[src/rtl/wb_arb_pkg.sv]
// Shared types and sizes for the four-port Wishbone round-robin arbiter.
package wb_arb_pkg;

    typedef enum logic [1:0] {
        IDLE,
        OWN,
        DRAIN
    } arb_state_t;

    localparam int NPORTS  = 4;
    localparam int GRANT_W = 2;
    localparam int CNT_W   = 4;
    localparam int WDOG_W  = 16;
    localparam int ADR_W   = 32;
    localparam int DAT_W   = 32;
    localparam int SEL_W   = DAT_W / 8;

endpackage

[src/rtl/rr_picker.sv]
// Combinational round-robin picker: first requester after the pointer, wrapping mod NPORTS.
module rr_picker
    import wb_arb_pkg::*;
(
    input  logic [NPORTS-1:0]  req_i,
    input  logic [GRANT_W-1:0] ptr_i,
    output logic               vld_o,
    output logic [GRANT_W-1:0] pick_o
);

    logic [GRANT_W-1:0] idx;

    always_comb begin
        vld_o  = 1'b0;
        pick_o = ptr_i;
        idx    = ptr_i;
        // Walk from the farthest offset to the nearest so the nearest requester wins.
        for (int i = NPORTS; i >= 1; i--) begin
            idx = ptr_i + GRANT_W'(i);
            if (req_i[idx]) begin
                vld_o  = 1'b1;
                pick_o = idx;
            end
        end
    end

endmodule

[src/rtl/wb_rr_arbiter.sv]
// Four-port round-robin Wishbone arbiter: whole-cycle grants, a cap on outstanding
// pipelined transfers, a drain phase before handoff and an ack watchdog.
module wb_rr_arbiter
    import wb_arb_pkg::*;
#(
    parameter int MAXOUT  = 4,
    parameter int TIMEOUT = 1024
) (
    input  logic                      clk_i,
    input  logic                      rst_i,
    input  logic [NPORTS-1:0]         in_cyc_i,
    input  logic [NPORTS-1:0]         in_stb_i,
    input  logic [NPORTS-1:0]         in_we_i,
    input  logic [NPORTS*SEL_W-1:0]   in_sel_i,
    input  logic [NPORTS*ADR_W-1:0]   in_adr_i,
    input  logic [NPORTS*DAT_W-1:0]   in_dat_i,
    output logic [NPORTS-1:0]         in_stall_o,
    output logic [NPORTS-1:0]         in_ack_o,
    output logic [NPORTS*DAT_W-1:0]   in_dat_o,
    output logic                      out_cyc_o,
    output logic                      out_stb_o,
    output logic                      out_we_o,
    output logic [SEL_W-1:0]          out_sel_o,
    output logic [ADR_W-1:0]          out_adr_o,
    output logic [DAT_W-1:0]          out_dat_o,
    input  logic                      out_stall_i,
    input  logic                      out_ack_i,
    input  logic [DAT_W-1:0]          out_dat_i,
    output logic [GRANT_W-1:0]        grant_o,
    output logic                      busy_o,
    output logic                      timeout_o
);

    localparam logic [CNT_W-1:0]  MAXOUT_C  = CNT_W'(MAXOUT);
    localparam logic [WDOG_W-1:0] WDOG_LAST = WDOG_W'(TIMEOUT - 1);

    arb_state_t          state_q, state_d;
    logic [GRANT_W-1:0]  grant_q, grant_d;
    logic [GRANT_W-1:0]  ptr_q, ptr_d;
    logic [CNT_W-1:0]    cnt_q, cnt_d, cnt_upd;
    logic [WDOG_W-1:0]   wdog_q, wdog_d;
    logic                timeout_q, timeout_d;

    logic                pick_vld;
    logic [GRANT_W-1:0]  pick;
    logic                full;
    logic                xfer_inc;
    logic                xfer_dec;
    logic                wdog_run;
    logic                expire;

    rr_picker u_picker (
        .req_i  (in_cyc_i),
        .ptr_i  (ptr_q),
        .vld_o  (pick_vld),
        .pick_o (pick)
    );

    assign full = (cnt_q == MAXOUT_C);

    always_comb begin
        out_cyc_o  = 1'b0;
        out_stb_o  = 1'b0;
        out_we_o   = 1'b0;
        out_sel_o  = '0;
        out_adr_o  = '0;
        out_dat_o  = '0;
        in_stall_o = '1;
        in_ack_o   = '0;
        in_dat_o   = '0;
        case (state_q)
            OWN: begin
                out_cyc_o  = in_cyc_i[grant_q];
                out_stb_o  = in_stb_i[grant_q] & ~full;
                out_we_o   = in_we_i[grant_q];
                out_sel_o  = in_sel_i[grant_q*SEL_W +: SEL_W];
                out_adr_o  = in_adr_i[grant_q*ADR_W +: ADR_W];
                out_dat_o  = in_dat_i[grant_q*DAT_W +: DAT_W];
                in_stall_o[grant_q]              = out_stall_i | full;
                in_ack_o[grant_q]                = out_ack_i;
                in_dat_o[grant_q*DAT_W +: DAT_W] = out_dat_i;
            end
            // Keep the slave's cycle open while late acks are swallowed.
            DRAIN: out_cyc_o = 1'b1;
            default: ;
        endcase
    end

    always_comb begin
        xfer_inc = out_stb_o & ~out_stall_i;
        xfer_dec = out_ack_i & (cnt_q != '0);
        cnt_upd  = cnt_q;
        if (xfer_inc && !xfer_dec) begin
            cnt_upd = cnt_q + 1'b1;
        end else if (!xfer_inc && xfer_dec) begin
            cnt_upd = cnt_q - 1'b1;
        end
        wdog_run = (state_q != IDLE) && (cnt_q != '0) && !out_ack_i;
        expire   = wdog_run && (wdog_q == WDOG_LAST);
    end

    always_comb begin
        state_d   = state_q;
        grant_d   = grant_q;
        ptr_d     = ptr_q;
        cnt_d     = cnt_upd;
        wdog_d    = wdog_run ? (wdog_q + 1'b1) : '0;
        timeout_d = 1'b0;
        case (state_q)
            IDLE: begin
                if (pick_vld) begin
                    grant_d = pick;
                    state_d = OWN;
                end
            end
            OWN: begin
                if (!in_cyc_i[grant_q]) begin
                    ptr_d   = grant_q;
                    state_d = (cnt_upd == '0) ? IDLE : DRAIN;
                end
            end
            DRAIN: begin
                if (cnt_upd == '0) begin
                    state_d = IDLE;
                end
            end
            default: state_d = IDLE;
        endcase
        // A stuck slave abandons its transfers; the owner must re-arbitrate.
        if (expire) begin
            state_d   = IDLE;
            cnt_d     = '0;
            wdog_d    = '0;
            ptr_d     = grant_q;
            timeout_d = 1'b1;
        end
    end

    always_ff @(posedge clk_i) begin
        if (rst_i) begin
            state_q   <= IDLE;
            grant_q   <= '0;
            ptr_q     <= GRANT_W'(NPORTS - 1);
            cnt_q     <= '0;
            wdog_q    <= '0;
            timeout_q <= 1'b0;
        end else begin
            state_q   <= state_d;
            grant_q   <= grant_d;
            ptr_q     <= ptr_d;
            cnt_q     <= cnt_d;
            wdog_q    <= wdog_d;
            timeout_q <= timeout_d;
        end
    end

    assign grant_o   = grant_q;
    assign busy_o    = (state_q != IDLE);
    assign timeout_o = timeout_q;

endmodule

[config.mk]
export PLATFORM = sky130hd
export DESIGN_NAME = wb_rr_arbiter
export DESIGN_NICKNAME = d
export VERILOG_FILES = /design/src/rtl/wb_arb_pkg.sv /design/src/rtl/rr_picker.sv /design/src/rtl/wb_rr_arbiter.sv
export SDC_FILE = /design/constraint.sdc
export NUM_CORES = 1
export LEC_CHECK = 0
export ABC_AREA = 1
export CAP_MARGIN = 20
export CORE_AREA = 2 2 205 207
export DETAILED_ROUTE_END_ITERATION = 16
export DIE_AREA = 0 0 207 209
export SYNTH_ARGS = -nofsm -noshare
export SYNTH_HDL_FRONTEND = slang
export SYNTH_SLANG_ARGS = --single-unit
[constraint.sdc]
create_clock -name clk_i -period 4.2 [get_ports clk_i]
set_clock_uncertainty 0.15 [all_clocks]
set_input_delay 0.84 -clock clk_i [delete_from_list [all_inputs] [get_ports clk_i]]
set_output_delay 0.84 -clock clk_i [all_outputs]
set_load 0.01 [all_outputs]
==> flow_summary.yaml, run 1 <==
run_status:
  status: "finished clean"
power_and_ir_drop:
  power_density_nw_per_um2: 390
  p_leak_nw: 4.07
  vdd_drop_max_mv: 0.267
yosys:
  netlist_area_um2: 5040
  synth_xor_area_share_pct: 1.22
  ys_seq_area_share_pct: 10.7
  yosysTopAreaCell: "nor2_1"
  synth_nets: 1359
  postSynthCellCount: 1028
  synthMuxAreaShare_pct: 0
  synthSimpleGateAreaFrac_pct: 49.5
  ys_warn_count: 0
  synth_top_area_share_pct: 30.1
  synth_compound_area_share_pct: 23.5
  synth-seq-cells: 27
  synth_top_family_by_area: "simple AND/OR/NAND/NOR gates"
  synth.area.top_cells: "nor2_1 (30%), o21ai_0 (14%), dfxtp_1 (11%)"
  synthAdderAreaFrac_pct: 2.73
  avgSynthCellArea_um2: 4.91
  yosysUniqueCellTypes: 38
sta:
  period_minus_slack_ns: 3.73
  grt_setup_unrepaired: "false"
  setup_viol: 0
  setup_tns_ns: 0
  finalHoldViolations: 0
  clock.fmax_mhz: 268
  whs_ns: 0.296
  tightest_slew_ns: 0.957
  finalMaxSlewViolations: 0
  fin_ws_ns: 0.473
  period_share_pct: 88.7
  relSlewSlack_pct: 36.1
drt:
  routedWlPerCell_um: 16.6
  ant_nets: 0
  dr.first_iter.drc_count: 626
  firstDrtPassIters: 5
  vias_per_cell: 4.15
  drc: 0
  vias: 8454
  drt_wl_total_um: 33800
placement:
  portBuffers: 530
  dp.final_hpwl_um: 27300
  gp_congestion: 0.890
  placed_area_um2: 10800
  dp_slack_ns: 0.606
run:
  max-cap-violations: 0
worst_hold_path:
  min_to: "wdog_q[0]$_SDFF_PP0_"
  worst_hold_startpoint: "wdog_q[0]$_SDFF_PP0_"
  hold_class: "reg2reg"
  worstHoldPathCells: 1
critical_path:
  criticalPathCategory: "reg2out"
  crit_arrival_ns: 2.74
  r2r_end: "state_q[1]$_SDFFE_PP0P_"
  critical_path.slowest_cell: "inv_1"
  crit_path_max_fanout: 29
  required_ns: 3.21
  cp_top_family: "buffers and inverters"
  reg2reg_depth: 15
  r2r_setup_slack_ns: 1.46
  cp-start-kind: "flip-flop"
  critical_path_buf_inv_count: 4
  rr_startpoint: "state_q[1]$_SDFFE_PP0P_"
  max_stage_delay_ns: 0.69
  worstPathCellList: "clkinv_2 > ha_1 > inv_1 > nor2_1 > inv_1 > nor2_1 > clkdlybuf4s50_1"
  critical_path.endpoint_type: "output port"
clock_network:
  cts.sinks: 27
  cts.repair.resized: 0
  h-tree-depth: 1
  cts.path.max_buffers: 2
  clk_pin_slew_ns: 0.07
  cts_post_setup_buffers_inserted: 0
  cts_root_buf: "clkbuf_16"
  tritoncts: "yes"
  postCtsHoldBufs: 0
  numCtsBuffers: 3
  insertion_delay_ns: 0.26
global_route:
  grt_max_degree: 130
  antenna_found_initial: 1
  grt_pass1_wl_um: 49300
  grt_usage_pct: 14.5
  grt_overflow_total: 0
  grt_pass1_vias: 8386
die:
  die-area_um2: 43300
  die_w_um: 207
  die_h_um: 209
  num_rows: 75
  core_um2: 41300
  io_pins: 531
  initial_core_util_pct: 12.2
cells_and_area:
  nNetsFinal: 1830
  final_common_cell: "clkdlybuf4s50_1"
  fillers: 4623
  utilization_pct: 26.5
  final_cell_mix: "clkdlybuf4s50_1 (530), nor2_1 (403), o21ai_0 (146)"
  final_area_um2: 10900
  syn2layout_area_growth_pct: 117
  drive_gt1_share_pct: 3.74
-- per-layer routing --
metal	track usage (%)	vias up	wire, um
met4	4.19	0	1070
met3	2.68	33	2320
met2	26.1	408	16500
met1	17.4	3802	14000
met5	0	-	0
li1	-	4211	-
-- cells in the mapped netlist --
cell type,count
nand4_1,4
o211ai_1,3
nand2_1,100
nor2_4,4
a21oi_1,79
dfxtp_1,27
a21boi_0,1
nand2_4,2
inv_4,1
xnor2_1,2
buf_2,11
nand4_4,1
inv_2,9
nor3b_1,5
nand3b_1,2
nor3b_2,1
nor2_1,404
nand3_2,2
nor3_4,1
nor3_1,35
xor2_1,5
nand3_4,1
nor4_2,1
inv_1,71
nand2_2,6
o21bai_4,1
a31oi_1,2
clkbuf_1,42
o21ai_0,146
buf_4,1
buf_6,2
nor3_2,1
buf_1,19
nand3_1,15
ha_1,11
nor2_2,5
nor4_1,3
or2_2,2
-- worst register-to-register path, delay by kind of cell (launching register included) --
kind | cells | cell delay [ns]
AND/OR/NAND/NOR | 11 | 1.17
flip-flops | 1 | 0.32
buffers and inverters | 3 | 0.54
adder cells (fa/ha/maj) | 1 | 0.46
-- final cells by class --
type                            count  area, um^2  share of cell area [%]
Clock buffer                        3        75.1                   0.687
Multi-Input combinational cell    845        3890                    35.6
Timing Repair Buffer              541        5430                    49.6
Clock inverter                      1        5.00                  0.0458
Inverter                           81         310                    2.84
Tap cell                          539         674                    6.17
Antenna cell                        2        5.00                  0.0458
Sequential cell                    27         548                    5.01
-- state kept, by name (all words and copies together), names as in the netlist --
signal and cells:
timeout_o 1, state_q 2, cnt_q 4, wdog_q 16, grant_o 2, ptr_q 2
-- how the worst max path moves through the flow --
stage / cells past startpoint / to / startpoint
global placement: 6 / out_adr_o[22] / in_adr_i[86]
floorplan: 10 / in_dat_o[52] / grant_o[0]$_SDFFE_PP0P_
CTS: 7 / in_dat_o[34] / grant_o[1]$_SDFFE_PP0P_
detailed placement: 6 / out_adr_o[22] / in_adr_i[86]
finish: 7 / in_dat_o[52] / grant_o[1]$_SDFFE_PP0P_
global route: 8 / in_dat_o[125] / state_q[1]$_SDFFE_PP0P_
-- kinds of logic (layout without fill, tap and decap cells) --
group,count (synthesis),count (layout)
flops,27,27
simple gates,595,595
fa+ha+maj,11,11
buf+inv,156,626
other cells,0,2
compound gates,232,232
xor+xnor,7,7
-- per-stage QoR --
step           power (W)  cells
2_1_floorplan    0.00237   1028
3_3_place_gp     0.00407   2033
3_5_place_dp     0.00409   2033
4_1_cts          0.00434   2037
5_1_grt          0.00464   2038
6_report         0.00426   2039
-- power by group --
part           total [W]  leakage (nW)  switching [W]  internal [W]
registers       0.000352         0.221      0.0000486      0.000303
logic            0.00369          3.81        0.00219       0.00150
clock network   0.000215        0.0409      0.0000864      0.000128
Power figures use the tool's default switching activity.
==> run 2, diff against run 1 <==
--- a/config.mk
+++ b/config.mk
@@ -10,6 +10,7 @@
 export CORE_AREA = 2 2 205 207
 export DETAILED_ROUTE_END_ITERATION = 16
 export DIE_AREA = 0 0 207 209
+export SLEW_MARGIN = 20
 export SYNTH_ARGS = -nofsm -noshare
 export SYNTH_HDL_FRONTEND = slang
 export SYNTH_SLANG_ARGS = --single-unit
==> results of run 2 <==
No change in the layout: final DEF, timing and power equal those of run 1.
==> run 3, diff against run 2 <==
--- a/config.mk
+++ b/config.mk
@@ -6,10 +6,12 @@
 export NUM_CORES = 1
 export LEC_CHECK = 0
 export ABC_AREA = 1
+export ABC_CLOCK_PERIOD_IN_PS = 4200
 export CAP_MARGIN = 20
 export CORE_AREA = 2 2 205 207
 export DETAILED_ROUTE_END_ITERATION = 16
 export DIE_AREA = 0 0 207 209
+export GPL_ROUTABILITY_DRIVEN = 0
 export SLEW_MARGIN = 20
 export SYNTH_ARGS = -nofsm -noshare
 export SYNTH_HDL_FRONTEND = slang
==> run 3 against run 2 <==
Against the previous run:
- sequential cell count unchanged
- count of clock-buffer cells in the layout increased by 1
- first-iteration DRC count increased by 16%
- wire length increased by 0.48%
- clock power about the same
- worst setup slack got worse by 0.084 ns
- register-to-register slack improved by 0.17 ns
- sequential power increased by 4%
- via count increased by 1.1%
- highest routed layer is now met5
- combinational power about the same
==> flow_summary.yaml, run 3 (same netlist as run 1, synthesis figures left out) <==
cells_and_area:
  fillers: 4599
  drive_gt1_share_pct: 3.80
  max_flop_register: "wdog_q"
  top_regs: "wdog_q: 16 flops, cnt_q: 4 flops"
  nNetsFinal: 1832
  final_cell_mix: "clkdlybuf4s50_1 (530), nor2_1 (403), o21ai_0 (146)"
  register_area_um2: 548
  fin_cells: 2040
  multi_input_area_um2: 3890
  largest_register_ffs: 16
  final_common_cell: "clkdlybuf4s50_1"
  syn2layout_area_growth_pct: 117
critical_path:
  cp-start-kind: "flip-flop"
  crit_path_max_fanout: 29
  critical_path.endpoint_type: "output port"
  criticalPathCategory: "reg2out"
  required_ns: 3.21
  crit_arrival_ns: 2.82
global_route:
  grt_usage_pct: 14.6
  met3_usage_pct: 3.40
  grt_max_degree: 128
  use_met1_pct: 17.1
  antenna_found_initial: 4
  grt_overflow_total: 0
  grt_use_met2_pct: 26.3
  top_usage_layer: "met2"
  grt_pass1_vias: 8303
  grt_pass1_wl_um: 49600
clock_network:
  h-tree-depth: 1
  clk_pin_slew_ns: 0.06
  cts_root_buf: "clkbuf_16"
  cts.path.max_buffers: 2
  postCtsHoldBufs: 0
  tritoncts: "yes"
  insertion_delay_ns: 0.26
  cts.repair.resized: 0
  cts.sinks: 27
  numCtsBuffers: 3
  cts_post_setup_buffers_inserted: 0
drt:
  vias: 8547
  ant_nets: 0
  routedWlPerCell_um: 16.7
  drc: 0
  vias_per_cell: 4.19
  drt_wl_total_um: 34000
  dr.first_iter.drc_count: 724
  firstDrtPassIters: 5
sta:
  setup_tns_ns: 0
  clock.fmax_mhz: 262
  finalMaxSlewViolations: 0
  tightest_slew_ns: 0.988
  setup_viol: 0
  period_share_pct: 90.7
  grt_setup_unrepaired: "false"
  period_minus_slack_ns: 3.81
  finalHoldViolations: 0
  relSlewSlack_pct: 34.1
power_and_ir_drop:
  power_switching_share_pct: 54.5
  clkPwrFrac_pct: 5.0
  power_density_nw_per_um2: 391
  power.internal_w: 0.00195
  vdd_drop_max_mv: 0.216
  combPwrFrac_pct: 86.5
  power_frac_seq_pct: 8.5
  switching_power_w: 0.00233
  p_leak_nw: 4.08
placement:
  dp_cells: 2035
  dp.final_hpwl_um: 27300
  portBuffers: 530
die:
  die-area_um2: 43300
  core_um2: 41300
  die_w_um: 207
  initial_core_util_pct: 12.2
  num_rows: 75
  io_pins: 531
  die_h_um: 209
run_status:
  status: "finished clean"
worst_hold_path:
  hold_class: "reg2reg"
run:
  max-cap-violations: 0
## run 3: metrics by stage
step                      util (%)  instance area (um^2)  power (W)  hold WS (ns)  worst slack, ns
after global routing          26.5                 11000    0.00467         0.341            0.123
after CTS                     26.5                 11000    0.00436         0.310            0.333
after detailed placement      26.3                 10900    0.00412         0.295            0.617
final                         26.5                 11000    0.00428         0.303            0.389
after global placement        26.3                 10900    0.00409         0.278            0.586
after floorplan                  -                  5040    0.00237         0.267             1.12
## run 3: routing by layer
layer,up-vias,share of wire (%)
met2,429,49
met4,2,2.8
met1,3862,40
met5,-,0.038
met3,42,7.9
li1,4212,-
## run 3: final timing paths
check,startpoint,slack (ns),endpoint,depth (start not counted)
worst min register to register,wdog_q[0]$_SDFF_PP0_,0.30,wdog_q[0]$_SDFF_PP0_,1
worst max-delay path,grant_o[1]$_SDFFE_PP0P_,0.39,in_dat_o[52],7
worst max register to register,grant_o[0]$_SDFFE_PP0P_,1.63,state_q[0]$_SDFFE_PP0P_,18
worst min-delay path,wdog_q[0]$_SDFF_PP0_,0.30,wdog_q[0]$_SDFF_PP0_,1
## run 3: power by group through the flow
stage	registers, W	logic (W)	clock network, W
floorplan	0.000342	0.00202	0
global placement	0.000369	0.00372	0
detailed placement	0.000374	0.00374	0
CTS	0.000368	0.00377	0.000222
global route	0.000373	0.00407	0.000234
finish	0.000365	0.00371	0.000213
## run 3: layout make-up
cell class	instances	share of cell area [%]
well taps	539	6.16
multi-input cells	845	35.5
diodes	1	0.0228
inverters	81	2.83
clock buffers	4	0.720
repair buffers	543	49.8
flip-flops and latches	27	5.00
## run 3: worst max-delay path, stage by stage (launching register included)
cell and delay, ns:
dfxtp_4 0.36, clkinv_2 0.29, ha_1 0.43, inv_1 0.08, nor2_1 0.05, inv_1 0.71
nor2_1 0.10, clkdlybuf4s50_1 0.52
